--- config.mk ---
export PLATFORM = sky130hd
export DESIGN_NAME = dispatch_stage
export DESIGN_NICKNAME = d
export VERILOG_FILES = /design/src/rtl/dispatch_stage_pkg.sv /design/src/rtl/dispatch_stage_busy_table.sv /design/src/rtl/dispatch_stage.sv
export SDC_FILE = /design/constraint.sdc
export NUM_CORES = 1
export LEC_CHECK = 0
export ABC_AREA = 1
export CELL_PAD_IN_SITES_DETAIL_PLACEMENT = 2
export CELL_PAD_IN_SITES_GLOBAL_PLACEMENT = 2
export CORE_ASPECT_RATIO = 0.9
export CORE_MARGIN = 2
export CORE_UTILIZATION = 32
export DETAILED_ROUTE_END_ITERATION = 7
export PLACE_DENSITY_LB_ADDON = 0.12
export SYNTH_ARGS = -nofsm -noshare
export SYNTH_HDL_FRONTEND = slang
export SYNTH_SLANG_ARGS = --single-unit
--- constraint.sdc ---
create_clock -name clock -period 2.9 [get_ports clock]
set_input_delay 0.435 -clock clock [delete_from_list [all_inputs] [get_ports clock]]
set_output_delay 0.435 -clock clock [all_outputs]
set_load 0.05 [all_outputs]
--- src/rtl/dispatch_stage_pkg.sv ---
// Shared defines for the dispatch stage: physical-register and ROB geometry,
// the held-entry layout, and small combinational helpers.
package dispatch_stage_pkg;

  localparam int PREG_NUM     = 64;
  localparam int PREG_RANGE   = $clog2(PREG_NUM);
  localparam int ROB_SIZE_LOG = 4;
  localparam int UOP_W        = 32;

  typedef struct packed {
    logic [PREG_RANGE-1:0]   prs1;
    logic [PREG_RANGE-1:0]   prs2;
    logic [PREG_RANGE-1:0]   prd;
    logic                    src1_is_reg;
    logic                    src2_is_reg;
    logic                    need_to_wb;
    logic                    robidx_flag;
    logic [ROB_SIZE_LOG-1:0] robidx;
    logic [UOP_W-1:0]        uop;
    logic                    src1_state;
    logic                    src2_state;
  } held_entry_t;

  function automatic logic [PREG_NUM-1:0] preg_onehot(input logic [PREG_RANGE-1:0] idx);
    preg_onehot = {{(PREG_NUM-1){1'b0}}, 1'b1} << idx;
  endfunction

  function automatic logic wb_hit(input logic valid, input logic need_to_wb,
                                  input logic [PREG_RANGE-1:0] prd,
                                  input logic [PREG_RANGE-1:0] preg);
    wb_hit = valid & need_to_wb & (prd == preg);
  endfunction

  // True when the held entry is younger than the flush point (wrap-flag compare).
  function automatic logic flush_kills(input logic flush_flag,
                                       input logic [ROB_SIZE_LOG-1:0] flush_idx,
                                       input logic held_flag,
                                       input logic [ROB_SIZE_LOG-1:0] held_idx);
    flush_kills = (flush_flag ^ held_flag) ^ (flush_idx < held_idx);
  endfunction

endpackage

--- src/rtl/dispatch_stage_busy_table.sv ---
// Busy table: one bit per physical register, one set port, two clear ports and
// two read ports that already see same-cycle clears. Preg 0 is never busy.
module busy_table
  import dispatch_stage_pkg::*;
(
  input  logic                  clock,
  input  logic                  reset_n,
  input  logic                  set_en,
  input  logic [PREG_RANGE-1:0] set_idx,
  input  logic                  clr0_en,
  input  logic [PREG_RANGE-1:0] clr0_idx,
  input  logic                  clr1_en,
  input  logic [PREG_RANGE-1:0] clr1_idx,
  input  logic [PREG_RANGE-1:0] rd0_idx,
  input  logic [PREG_RANGE-1:0] rd1_idx,
  output logic                  rd0_busy,
  output logic                  rd1_busy
);

  logic [PREG_NUM-1:0] busy_r;
  logic [PREG_NUM-1:0] busy_nxt_s;
  logic [PREG_NUM-1:0] set_mask_s;
  logic [PREG_NUM-1:0] clr_mask_s;

  // Next-state: clears first, then the set so a coincident set wins.
  always_comb begin
    set_mask_s = set_en ? preg_onehot(set_idx) : {PREG_NUM{1'b0}};
    clr_mask_s = (clr0_en ? preg_onehot(clr0_idx) : {PREG_NUM{1'b0}})
               | (clr1_en ? preg_onehot(clr1_idx) : {PREG_NUM{1'b0}});
    busy_nxt_s = ((busy_r & ~clr_mask_s) | set_mask_s) & ~preg_onehot({PREG_RANGE{1'b0}});
  end

  // Busy bit storage.
  always_ff @(posedge clock or negedge reset_n) begin
    if (!reset_n) begin
      busy_r <= {PREG_NUM{1'b0}};
    end else begin
      busy_r <= busy_nxt_s;
    end
  end

  assign rd0_busy = busy_r[rd0_idx] & ~(clr0_en & (clr0_idx == rd0_idx))
                                    & ~(clr1_en & (clr1_idx == rd0_idx));
  assign rd1_busy = busy_r[rd1_idx] & ~(clr0_en & (clr0_idx == rd1_idx))
                                    & ~(clr1_en & (clr1_idx == rd1_idx));

endmodule

--- src/rtl/dispatch_stage.sv ---
// Dispatch stage: one-entry output register with operand-readiness tracking.
// Optional perf counters are enabled with `define DISPATCH_PERF_CNT_EN.
module dispatch_stage
  import dispatch_stage_pkg::*;
(
  input  logic                    clock,
  input  logic                    reset_n,
  input  logic                    in_valid,
  output logic                    in_ready,
  input  logic [PREG_RANGE-1:0]   in_prs1,
  input  logic [PREG_RANGE-1:0]   in_prs2,
  input  logic [PREG_RANGE-1:0]   in_prd,
  input  logic                    in_src1_is_reg,
  input  logic                    in_src2_is_reg,
  input  logic                    in_need_to_wb,
  input  logic                    in_robidx_flag,
  input  logic [ROB_SIZE_LOG-1:0] in_robidx,
  input  logic [UOP_W-1:0]        in_uop,
  output logic                    out_valid,
  input  logic                    out_ready,
  output logic [PREG_RANGE-1:0]   out_prs1,
  output logic [PREG_RANGE-1:0]   out_prs2,
  output logic [PREG_RANGE-1:0]   out_prd,
  output logic                    out_src1_is_reg,
  output logic                    out_src2_is_reg,
  output logic                    out_need_to_wb,
  output logic                    out_robidx_flag,
  output logic [ROB_SIZE_LOG-1:0] out_robidx,
  output logic [UOP_W-1:0]        out_uop,
  output logic                    out_src1_state,
  output logic                    out_src2_state,
  input  logic                    writeback0_valid,
  input  logic                    writeback0_need_to_wb,
  input  logic [PREG_RANGE-1:0]   writeback0_prd,
  input  logic                    writeback1_valid,
  input  logic                    writeback1_need_to_wb,
  input  logic [PREG_RANGE-1:0]   writeback1_prd,
  input  logic                    flush_valid,
  input  logic                    flush_robidx_flag,
`ifdef DISPATCH_PERF_CNT_EN
  output logic [31:0]             perf_dispatched,
  output logic [31:0]             perf_stall,
`endif
  input  logic [ROB_SIZE_LOG-1:0] flush_robidx
);

  held_entry_t held_r;
  held_entry_t held_nxt_s;
  logic        valid_r;
  logic        valid_nxt_s;
  logic        accept_s;
  logic        transfer_s;
  logic        flush_drop_s;
  logic        rd0_busy_s;
  logic        rd1_busy_s;

  assign in_ready     = ~valid_r | out_ready;
  assign accept_s     = in_valid & in_ready & ~flush_valid;
  assign transfer_s   = valid_r & out_ready;
  assign flush_drop_s = flush_valid & valid_r
                      & flush_kills(flush_robidx_flag, flush_robidx, held_r.robidx_flag, held_r.robidx);

  busy_table u_busy_table (
    .clock    (clock),
    .reset_n  (reset_n),
    .set_en   (accept_s & in_need_to_wb & (in_prd != {PREG_RANGE{1'b0}})),
    .set_idx  (in_prd),
    .clr0_en  (writeback0_valid & writeback0_need_to_wb),
    .clr0_idx (writeback0_prd),
    .clr1_en  (writeback1_valid & writeback1_need_to_wb),
    .clr1_idx (writeback1_prd),
    .rd0_idx  (in_prs1),
    .rd1_idx  (in_prs2),
    .rd0_busy (rd0_busy_s),
    .rd1_busy (rd1_busy_s)
  );

  // Output-register next state: load, drain, flush-drop, or hold with wakeup.
  always_comb begin
    held_nxt_s  = held_r;
    valid_nxt_s = valid_r;
    if (accept_s) begin
      valid_nxt_s            = 1'b1;
      held_nxt_s.prs1        = in_prs1;
      held_nxt_s.prs2        = in_prs2;
      held_nxt_s.prd         = in_prd;
      held_nxt_s.src1_is_reg = in_src1_is_reg;
      held_nxt_s.src2_is_reg = in_src2_is_reg;
      held_nxt_s.need_to_wb  = in_need_to_wb;
      held_nxt_s.robidx_flag = in_robidx_flag;
      held_nxt_s.robidx      = in_robidx;
      held_nxt_s.uop         = in_uop;
      held_nxt_s.src1_state  = in_src1_is_reg & rd0_busy_s;
      held_nxt_s.src2_state  = in_src2_is_reg & rd1_busy_s;
    end else if (transfer_s) begin
      valid_nxt_s = 1'b0;
    end else if (flush_drop_s) begin
      valid_nxt_s = 1'b0;
    end else begin
      held_nxt_s.src1_state = held_r.src1_state & ~(held_r.src1_is_reg
        & (wb_hit(writeback0_valid, writeback0_need_to_wb, writeback0_prd, held_r.prs1)
         | wb_hit(writeback1_valid, writeback1_need_to_wb, writeback1_prd, held_r.prs1)));
      held_nxt_s.src2_state = held_r.src2_state & ~(held_r.src2_is_reg
        & (wb_hit(writeback0_valid, writeback0_need_to_wb, writeback0_prd, held_r.prs2)
         | wb_hit(writeback1_valid, writeback1_need_to_wb, writeback1_prd, held_r.prs2)));
    end
  end

  // Output register.
  always_ff @(posedge clock or negedge reset_n) begin
    if (!reset_n) begin
      valid_r <= 1'b0;
      held_r  <= '{default: '0};
    end else begin
      valid_r <= valid_nxt_s;
      held_r  <= held_nxt_s;
    end
  end

  assign out_valid       = valid_r;
  assign out_prs1        = held_r.prs1;
  assign out_prs2        = held_r.prs2;
  assign out_prd         = held_r.prd;
  assign out_src1_is_reg = held_r.src1_is_reg;
  assign out_src2_is_reg = held_r.src2_is_reg;
  assign out_need_to_wb  = held_r.need_to_wb;
  assign out_robidx_flag = held_r.robidx_flag;
  assign out_robidx      = held_r.robidx;
  assign out_uop         = held_r.uop;
  assign out_src1_state  = held_r.src1_state;
  assign out_src2_state  = held_r.src2_state;

`ifdef DISPATCH_PERF_CNT_EN
  // Free-running, wrapping event counters.
  always_ff @(posedge clock or negedge reset_n) begin
    if (!reset_n) begin
      perf_dispatched <= 32'd0;
      perf_stall      <= 32'd0;
    end else begin
      perf_dispatched <= perf_dispatched + {31'd0, transfer_s};
      perf_stall      <= perf_stall + {31'd0, valid_r & ~out_ready};
    end
  end
`endif

endmodule

# Word level (Yosys, flattened, before mapping)

Index checks and enable logic that the tools add are counted.

Flip-flop bits (word level): 124
Latch bits: 0
Memory bits (writable): 0
Bits in read-only memories: 0
Input port bits: 84
Output and inout port bits: 62
Logic and storage cells: 89
Memories kept: 0

Add/sub/neg operators: 0
$mul: 0
Div/mod/pow operators: 0
$lt $le $gt $ge: 3
Equality and inequality tests: 10
Shift operators: 3
Multiplexer cells: 13
Bitwise gates (word level): 44
Reductions and logical operators: 3

Operator list:

| operator                                                   | number |
|---|---|
| two-way mux 64 bit                                         | 3 |
| left shift 1 x 6 -> 64 bit, first input constant           | 3 |
| bitwise OR 64 bit                                          | 2 |
| AND 64 bit                                                 | 1 |
| NOT 64 bit                                                 | 1 |
| equality test 6 bit                                        | 8 |
| AND 1 bit                                                  | 27 |
| less-than comparator 6 x 7 -> 1 bit, second input constant | 2 |
| binary-select mux 1 bit (select 6 bit)                     | 2 |
| NOT 1 bit                                                  | 8 |
| two-way mux 2 bit                                          | 3 |
| nonzero test 6 bit                                         | 1 |
| two-way mux 1 bit                                          | 5 |
| less-than comparator 4 bit                                 | 1 |
| != test 2 bit, second input constant                       | 2 |
| bitwise OR 1 bit                                           | 3 |
| nonzero test 3 bit                                         | 1 |
| AND reduction 2 bit                                        | 1 |
| bitwise XOR 1 bit                                          | 2 |

# Depth between registers and ports, before layout

Gate-level depths: netlist (run 1).

Depth after elaboration: 9
Depth in mapped cells: 13
Depth with buffers taken out: 12

# By module

From an unflattened synthesis (run 1), not the netlist that was laid out.

Cell total of the unflattened synthesis: 1215
Area, all modules: 8149.1 µm²

Modules (own cells, without submodules):

| module         | instances | cells an instance | area an instance (µm²) | seq. area each (µm²) |
|---|---|---|---|---|
| busy_table     | 1         | 817               | 5175.0                 | 1576.5 |
| dispatch_stage | 1         | 398               | 2974.1                 | 1526.5 |

# Worst setup path before layout (run 1)

OpenSTA, ideal clock, no wires.

Path kind: register to register
Start: reg valid_r, in the netlist out_valid
End: reg u_busy_table.busy_r[25]
Setup time: 0.122 ns
Data arrival time: 1.992 ns
Data required time: 2.778 ns
Setup slack: 0.786 ns
Stages on the path, launching flop included: 9
Path buffers: 0
Period minus slack after synthesis: 2.114 ns
Cells stage by stage: dfrtp_1 nand2_1 nand2_1 clkinv_2 nand2_4 nor2_8 inv_2 nor2_1 a32o_1

Longest elaborated chain between the ends: 8

Ends and longest elaborated chain:

| item                                  | line                            | source |
|---|---|---|
| start: declaration                    | dispatch_stage.sv:49            | `logic valid_r;` |
| start signal: assignment              | dispatch_stage.sv:115           | `valid_r <= valid_nxt_s;` |
| NOT 1 bit                             | dispatch_stage.sv:57            | `assign in_ready = ~valid_r \| out_ready;` |
| bitwise OR 1 bit                      | dispatch_stage.sv:57            |  |
| named net in_ready                    | dispatch_stage.sv:9             | `output logic in_ready,` |
| AND 1 bit (2 in series)               | dispatch_stage.sv:58            | `assign accept_s = in_valid & in_ready & ~flush_valid;` |
| AND 1 bit (2 in series)               | dispatch_stage.sv:66            | `.set_en (accept_s & in_need_to_wb & (in_prd != {PREG_RANGE{1'b0}})),` |
| two-way mux 64 bit                    | dispatch_stage_busy_table.sv:27 | `set_mask_s = set_en ? preg_onehot(set_idx) : {PREG_NUM{1'b0}};` |
| bitwise OR 64 bit                     | dispatch_stage_busy_table.sv:30 | `busy_nxt_s = ((busy_r & ~clr_mask_s) \| set_mask_s) & ~preg_onehot({PREG_RANGE{1'b0}});` |
| named net u_busy_table.busy_nxt_s[25] | dispatch_stage_busy_table.sv:21 | `logic [PREG_NUM-1:0] busy_nxt_s;` |
| end signal: assignment                | dispatch_stage_busy_table.sv:36 | `busy_r <= {PREG_NUM{1'b0}};` |
| end signal: assignment                | dispatch_stage_busy_table.sv:38 | `busy_r <= busy_nxt_s;` |
| end: declaration                      | dispatch_stage_busy_table.sv:20 | `logic [PREG_NUM-1:0] busy_r;` |

The timed path passes the listed nets, and every way through them passes these cells.
A chain may end at the register's enable or synchronous reset.

# Worst setup path after layout (run 1)

Start: in out_ready
End: out in_ready

Longest elaborated chain between the ends: 1

Ends and longest elaborated chain:

| item               | line                 | source |
|---|---|---|
| start: declaration | dispatch_stage.sv:20 | `input logic out_ready,` |
| bitwise OR 1 bit   | dispatch_stage.sv:57 |  |
| end: declaration   | dispatch_stage.sv:9  |  |

Every way passes these cells.

==> flow_summary_export.csv, run 1 <==
group,metric,value,unit
status,run_status,"complete, no violations",
routing,ant_nets,0,
die,top_level_ports,146,
worst_setup_path,slowest_delay,0.81,ns
place,post-dp-hpwl,31.1,mm
clocking,htree_num_levels,4,
power,maximum_ir_drop_on_the_vdd_rail,0.000267,V
worst_setup_path,critical_path_required,2.47,ns
global_route,grt-ovfl-total,0,
timing,setup_viol,0,
die,die_height,155,µm
final_layout,final_common_cell,"nand2_1",
timing,final_min_period_over_clock_period,80.1,%
worst_setup_path,cell_chain_critical_path,"clkdlybuf4s50_1, inv_1, nand2_1, clkdlybuf4s50_1",
die,initial_utilization,32.4,%
worst_setup_path,critical_path.max_fanout,2,
routing,drt_first_pass_iters,5,
logic_synthesis,post_synth_instance_area,0.00808,mm²
timing,setup_total_negative_slack,0,ns
global_route,grtUsageTotal,31.9,%
logic_synthesis,synth_top_area_cell,"dfrtp_1",
worst_setup_path,arrival,1.89,ns
logic_synthesis,synth.yosys.warnings,0,
power,share_clk_of_total_power,35.0,%
logic_synthesis,register_area_share_after_synthesis,38.4,%
power,power.share.switching,39.5,%
routing,number_of_vias_per_cell,5.49,
clocking,clock_sinks,124,
logic_synthesis,ys_dominant_reg_cell,"dfrtp_1",
clocking,cts_post_setup_buffers_inserted,0,
logic_synthesis,postSynthAreaPerCell,7.03,µm²
logic_synthesis,async_set_reset_flop_share_out_of_synthesis,100,%
power,cellInternalPower,3810,µW
die,coreArea,0.0250,mm²
timing,fin_crit,2.32,ns
power,total_power,6300,µW
die,die-width,172,µm
logic_synthesis,post_synth_main_area_contributors,"dfrtp_1 38%, nand2_1 20%, nand3_1 9.5%",
min_path,holdCritPathClass,"input port to asynchronous set/reset pin",
final_layout,mostFrequentLayoutCells,"419 x nand2_1, 154 x nand3_1, 144 x clkdlybuf4s50_1",
worst_setup_path,cell_at_the_slowest_stage_of_the_critical_path,"clkdlybuf4s50_1",
final_layout,largest_register,"u_busy_table.busy_r",
logic_synthesis,syn-instance-count,1150,
place,pre_cts_slack,0.274,ns
routing,routed_wl,41.2,mm
logic_synthesis,synth_enable_flop_cells,0,
final_layout,antenna-diode-count,0,
global_route,grt_first_pass_wirelength,62.6,mm
final_layout,largest_register_ffs,63,
routing,detail_route.drc_violations,0,
logic_synthesis,syn_nets,1237,
power,share_seq_of_total_power,34.5,%
final_layout,area.growth.synth_to_final,29.6,%
flow_run,max_cap_viol_count,0,
routing,wl_per_cell,24.9,µm
timing,finalMaxSlewViolations,0,
clocking,post_cts_hold_buffer_count,0,
global_route,grt_max_degree,74,
global_route,first_global_vias,9828,
clocking,clk_path_buf_depth,2,
global_route,grt_antenna_before_repair,0,
place,port_buffers,145,
clocking,total_cts_buffers,17,
timing,clock-skew-final,0.00841,ns
clocking,clk-insertion-delay-late,0.44,ns
timing,fin_worst_hold_slack,0.0211,ns
timing,maxClockFrequency,431,MHz
power,combPwrFrac,30.5,%
place,global_placement_routability_congestion,0.919,
timing,timing.max_slew.rel_slack,51.6,%
worst_setup_path,worstSetupPathType,"input port to primary output",
routing,first_drt_iteration_drcs,627,
logic_synthesis,seq_cells_post_synth,124,
clocking,cts-resized-gates,0,
routing,total_number_of_vias,9074,
logic_synthesis,count_of_cell_types_in_the_netlist,48,
final_layout,finish.net_count,1384,
final_layout,final.fill_count,2941,
clocking,clk_root_buffer_cell,"clkbuf_16",
timing,post_layout_worst_setup_margin,0.578,ns
final_layout,layout_cell_share_with_drive_strength_beyond_1,8.85,%
power,leakage,0.00452,µW
die,placement_row_count,55,
die,area_of_the_die,0.0266,mm²
timing,rsz0062_at_grt,"no",
power,pwr_density_cell,601,mW/mm²
clocking,path_clk_slew,0.06,ns
worst_setup_path,critical-path-top-cell-by-count,"clkdlybuf4s50_1",
logic_synthesis,post-synth-top-area-fraction,38.4,%
worst_setup_path,worstSetupStartpointType,"input port",
power,power_dissipated_by_switching_net_loads,2490,µW
clocking,tritoncts,"yes",
timing,max_slew.worst_pin.slew,0.726,ns
timing,timing.final.hold_violations,0,
worst_setup_path,worstSetupEndpointType,"primary output",
-- area by class of cell --
class	instances	area, µm²	area share (%)
Inverter	82	345	3.30
Sequential cell	124	3100	29.6
Tap cell	342	428	4.08
Clock inverter	14	148	1.41
Timing Repair Buffer	186	1760	16.8
Multi-Input combinational cell	886	4250	40.6
Clock buffer	18	439	4.19
-- final timing paths --
kind                                   from                       to  slack, ns  depth (start not counted)
worst max-delay path              out_ready                 in_ready       0.58                          4
worst min-delay path                reset_n               out_prd[5]       0.02                          1
worst max register to register    out_valid  u_busy_table.busy_r[55]       1.07                          7
worst min register to register  out_uop[21]              out_uop[21]       0.48                          2
max in group asynchronous           reset_n  u_busy_table.busy_r[29]       2.16                          2
min in group clock              out_uop[21]              out_uop[21]       0.48                          2
-- metal layers --
layer  vias to the layer above  GRT usage, %  wire length (µm)
met5                         -             0                 0
met4                         0          8.03               837
met3                        49          8.11              3280
met2                       335          51.2             19200
met1                      4588          43.0             17800
li1                       4102             -                 -
-- Yosys cell counts, types with 14 or more instances --
master,n
a21oi_1,16
buf_2,18
buf_4,14
dfrtp_1,124
inv_1,59
nand2_1,420
nand3_1,154
nor2_1,74
nor3_1,20
o211ai_1,23
o21ai_0,71
o22ai_1,18
-- cells by family after synthesis --
family | share of synthesized area (%)
xor+xnor | 1.73
simple gates | 37.3
flops | 38.4
fa+ha+maj | 0.464
buf+inv | 9.02
compound gates | 13.1
-- power by group through the flow --
| stage | Clock (µW) | Sequential (µW) | Combinational [µW] |
|---|---|---|---|
| finish | 2200 | 2180 | 1920 |
| global route | 2290 | 2200 | 2060 |
| CTS | 2220 | 2170 | 1930 |
| detailed placement | 0 | 2190 | 1910 |
| floorplan | 0 | 2630 | 639 |
| global placement | 0 | 2180 | 1860 |
-- critical path, delay by kind of cell --
kind / cells / cell delay, ns
buffers and inverters: 3 / 1.37
AND/OR/NAND/NOR: 1 / 0.09
-- per-stage QoR --
| stage | cell area [µm²] | std cells | util (%) |
|---|---|---|---|
| final | 10500 | 1652 | 41.9 |
| after global routing | 10500 | 1652 | 41.9 |
| after CTS | 10500 | 1652 | 41.9 |
| after detailed placement | 9890 | 1620 | 39.6 |
| after global placement | 9890 | 1620 | 39.6 |
| after floorplan | 8080 | 1150 | - |
Power figures use the tool's default switching activity.
==> run 2: changes to the inputs <==
Settings changed: CORE_UTILIZATION 32 to 27.
Clock period 2.9 ns to 1.96 ns, I/O delays scaled along.
==> run 2 against run 1 <==
Net effect: total power grew 50%; non-clock buffer count grew 101; utilization shrank 3.4 points; via count grew 5.1%.
==> flow_summary_export.csv, run 2 (synthesis gave the netlist of run 1 again) <==
group,metric,value,unit
status,run_status,"complete, no violations",
final_layout,area.growth.synth_to_final,41.5,%
die,top_level_ports,146,
routing,total_number_of_vias,9538,
timing,clock-skew-final,0.0164,ns
clocking,tritoncts,"yes",
final_layout,utilization,38.6,%
flow_run,max_cap_viol_count,0,
timing,fin_crit,1.93,ns
timing,timing.max_slew.rel_slack,62.6,%
timing,timing.final.hold_violations,0,
power,pwr_density_cell,823,mW/mm²
timing,final_min_period_over_clock_period,98.7,%
power,leakage,0.00517,µW
worst_setup_path,arrival,1.64,ns
timing,finalMaxSlewViolations,0,
worst_setup_path,critical_path.max_fanout,2,
worst_setup_path,worstSetupPathType,"flop to primary output",
timing,post_layout_worst_setup_margin,0.0256,ns
routing,ant_nets,0,
die,coreArea,0.0297,mm²
routing,number_of_vias_per_cell,5.26,
routing,drt_first_pass_iters,7,
global_route,grt-ovfl-total,0,
clocking,total_cts_buffers,17,
die,die_height,168,µm
die,die-width,186,µm
worst_setup_path,critical_path_buf_inv_count,1,
place,dp_cells,1781,
clocking,path_clk_slew,0.07,ns
worst_setup_path,cp_top_family,"buffers and inverters",
timing,maxClockFrequency,517,MHz
timing,setup_viol,0,
timing,fin_worst_hold_slack,0.381,ns
place,pre_cts_slack,-0.170,ns
worst_setup_path,cell_chain_critical_path,"clkdlybuf4s50_1",
final_layout,mostFrequentLayoutCells,"417 x nand2_1, 154 x nand3_1, 138 x buf_4",
die,initial_utilization,27.3,%
routing,detail_route.drc_violations,0,
final_layout,finish.net_count,1485,
clocking,cts_post_setup_buffers_inserted,0,
timing,rsz0062_at_grt,"no",
clocking,htree_num_levels,4,
worst_setup_path,worstSetupStartpointType,"flop",
global_route,grt_first_pass_wirelength,65.4,mm
min_path,holdCritPathClass,"input port to flop",
global_route,grt_antenna_before_repair,0,
final_layout,final_common_cell,"nand2_1",
power,maximum_ir_drop_on_the_vdd_rail,0.000601,V
worst_setup_path,worstSetupEndpointType,"primary output",
clocking,clk_root_buffer_cell,"clkbuf_16",
clocking,clock_sinks,124,
final_layout,instances_no_fill,1814,
worst_setup_path,critical_path_required,1.67,ns
timing,max_slew.worst_pin.slew,0.559,ns
routing,first_drt_iteration_drcs,620,
global_route,grt_max_degree,74,
die,placement_row_count,60,
worst_setup_path,cell_at_the_slowest_stage_of_the_critical_path,"clkdlybuf4s50_1",
routing,routed_wl,42.8,mm
global_route,first_global_vias,10400,
final_layout,layout_cell_share_with_drive_strength_beyond_1,16.2,%
worst_setup_path,slowest_delay,0.84,ns
clocking,clk-insertion-delay-late,0.45,ns
worst_setup_path,rrSetupSlack,0.16,ns
final_layout,antenna-diode-count,0,
routing,wl_per_cell,23.6,µm
place,post-dp-hpwl,33.1,mm
final_layout,largest_register_ffs,63,
global_route,grtUsageTotal,27.7,%
place,global_placement_routability_congestion,0.881,
final_layout,largest_register,"u_busy_table.busy_r",
clocking,clk_path_buf_depth,2,
die,area_of_the_die,0.0313,mm²
place,port_buffers,145,
## run 2: cell types whose count changed in the layout (fill, tap and decap cells not counted), moves of 3 or more
cell             change
buf_12              +12
buf_4               +97
clkdlybuf4s50_1     -25
dlygate4sd2_1        +9
dlymetal6s2s_1       +7
inv_8                +3
## run 2: worst paths after layout
kind,from,to,depth (start not counted)
worst max-delay path,out_uop[6],out_uop[6],1
worst min-delay path,in_uop[11],out_uop[11],3
worst max register to register,out_robidx[1],out_src1_state,13
worst min register to register,out_uop[17],out_uop[17],2
max in group asynchronous,reset_n,u_busy_table.busy_r[53],3
min in group asynchronous,reset_n,u_busy_table.busy_r[29],2
## run 2: area by class of cell
cell class / count / area [µm²]
Timing Repair Buffer: 287 / 2660
Tap cell: 403 / 504
Multi-Input combinational cell: 886 / 4260
Fill cell: 3505 / 18200
Inverter: 82 / 345
Sequential cell: 124 / 3100
Clock buffer: 17 / 425
Clock inverter: 15 / 146
## run 2: timing repair
| action | in CTS | in global routing |
|---|---|---|
| setup endpoints to repair | 9 | 8 |
| endpoints found under the hold margin | 38 | 0 |
| pin swaps | 0 | 0 |
| cloned | 0 | 0 |
| gates resized for setup | 9 | 9 |
| hold buffers | 1 | 0 |
## run 2: layer usage
layer  track usage [%]  vias up  part of all wire (%)
met4              7.90        0                   2.0
met1              37.7     4889                    45
met3              4.34       48                   5.9
met2              45.6      290                    47
li1                  -     4311                     -
met5                 0        -                     0
## run 2: report_power, final
group / internal (µW) / switching, µW
sequential: 2880 / 341
clock: 1690 / 1520
combinational: 1050 / 1950
total: 5620 / 3810
## run 2: per-stage QoR
stage	setup TNS, ns	cell area [µm²]	power (µW)
floorplan	0	8090	4830
global placement	-0.778	10800	6190
detailed placement	-1.77	10800	6250
CTS	0	11400	9480
global route	0	11400	9820
finish	0	11400	9420
==> run 3: changes to the inputs <==
Settings changed: GPL_ROUTABILITY_DRIVEN set to 0.
==> results of run 3 <==
The final DEF is identical to that of run 2; final timing and power are the same.
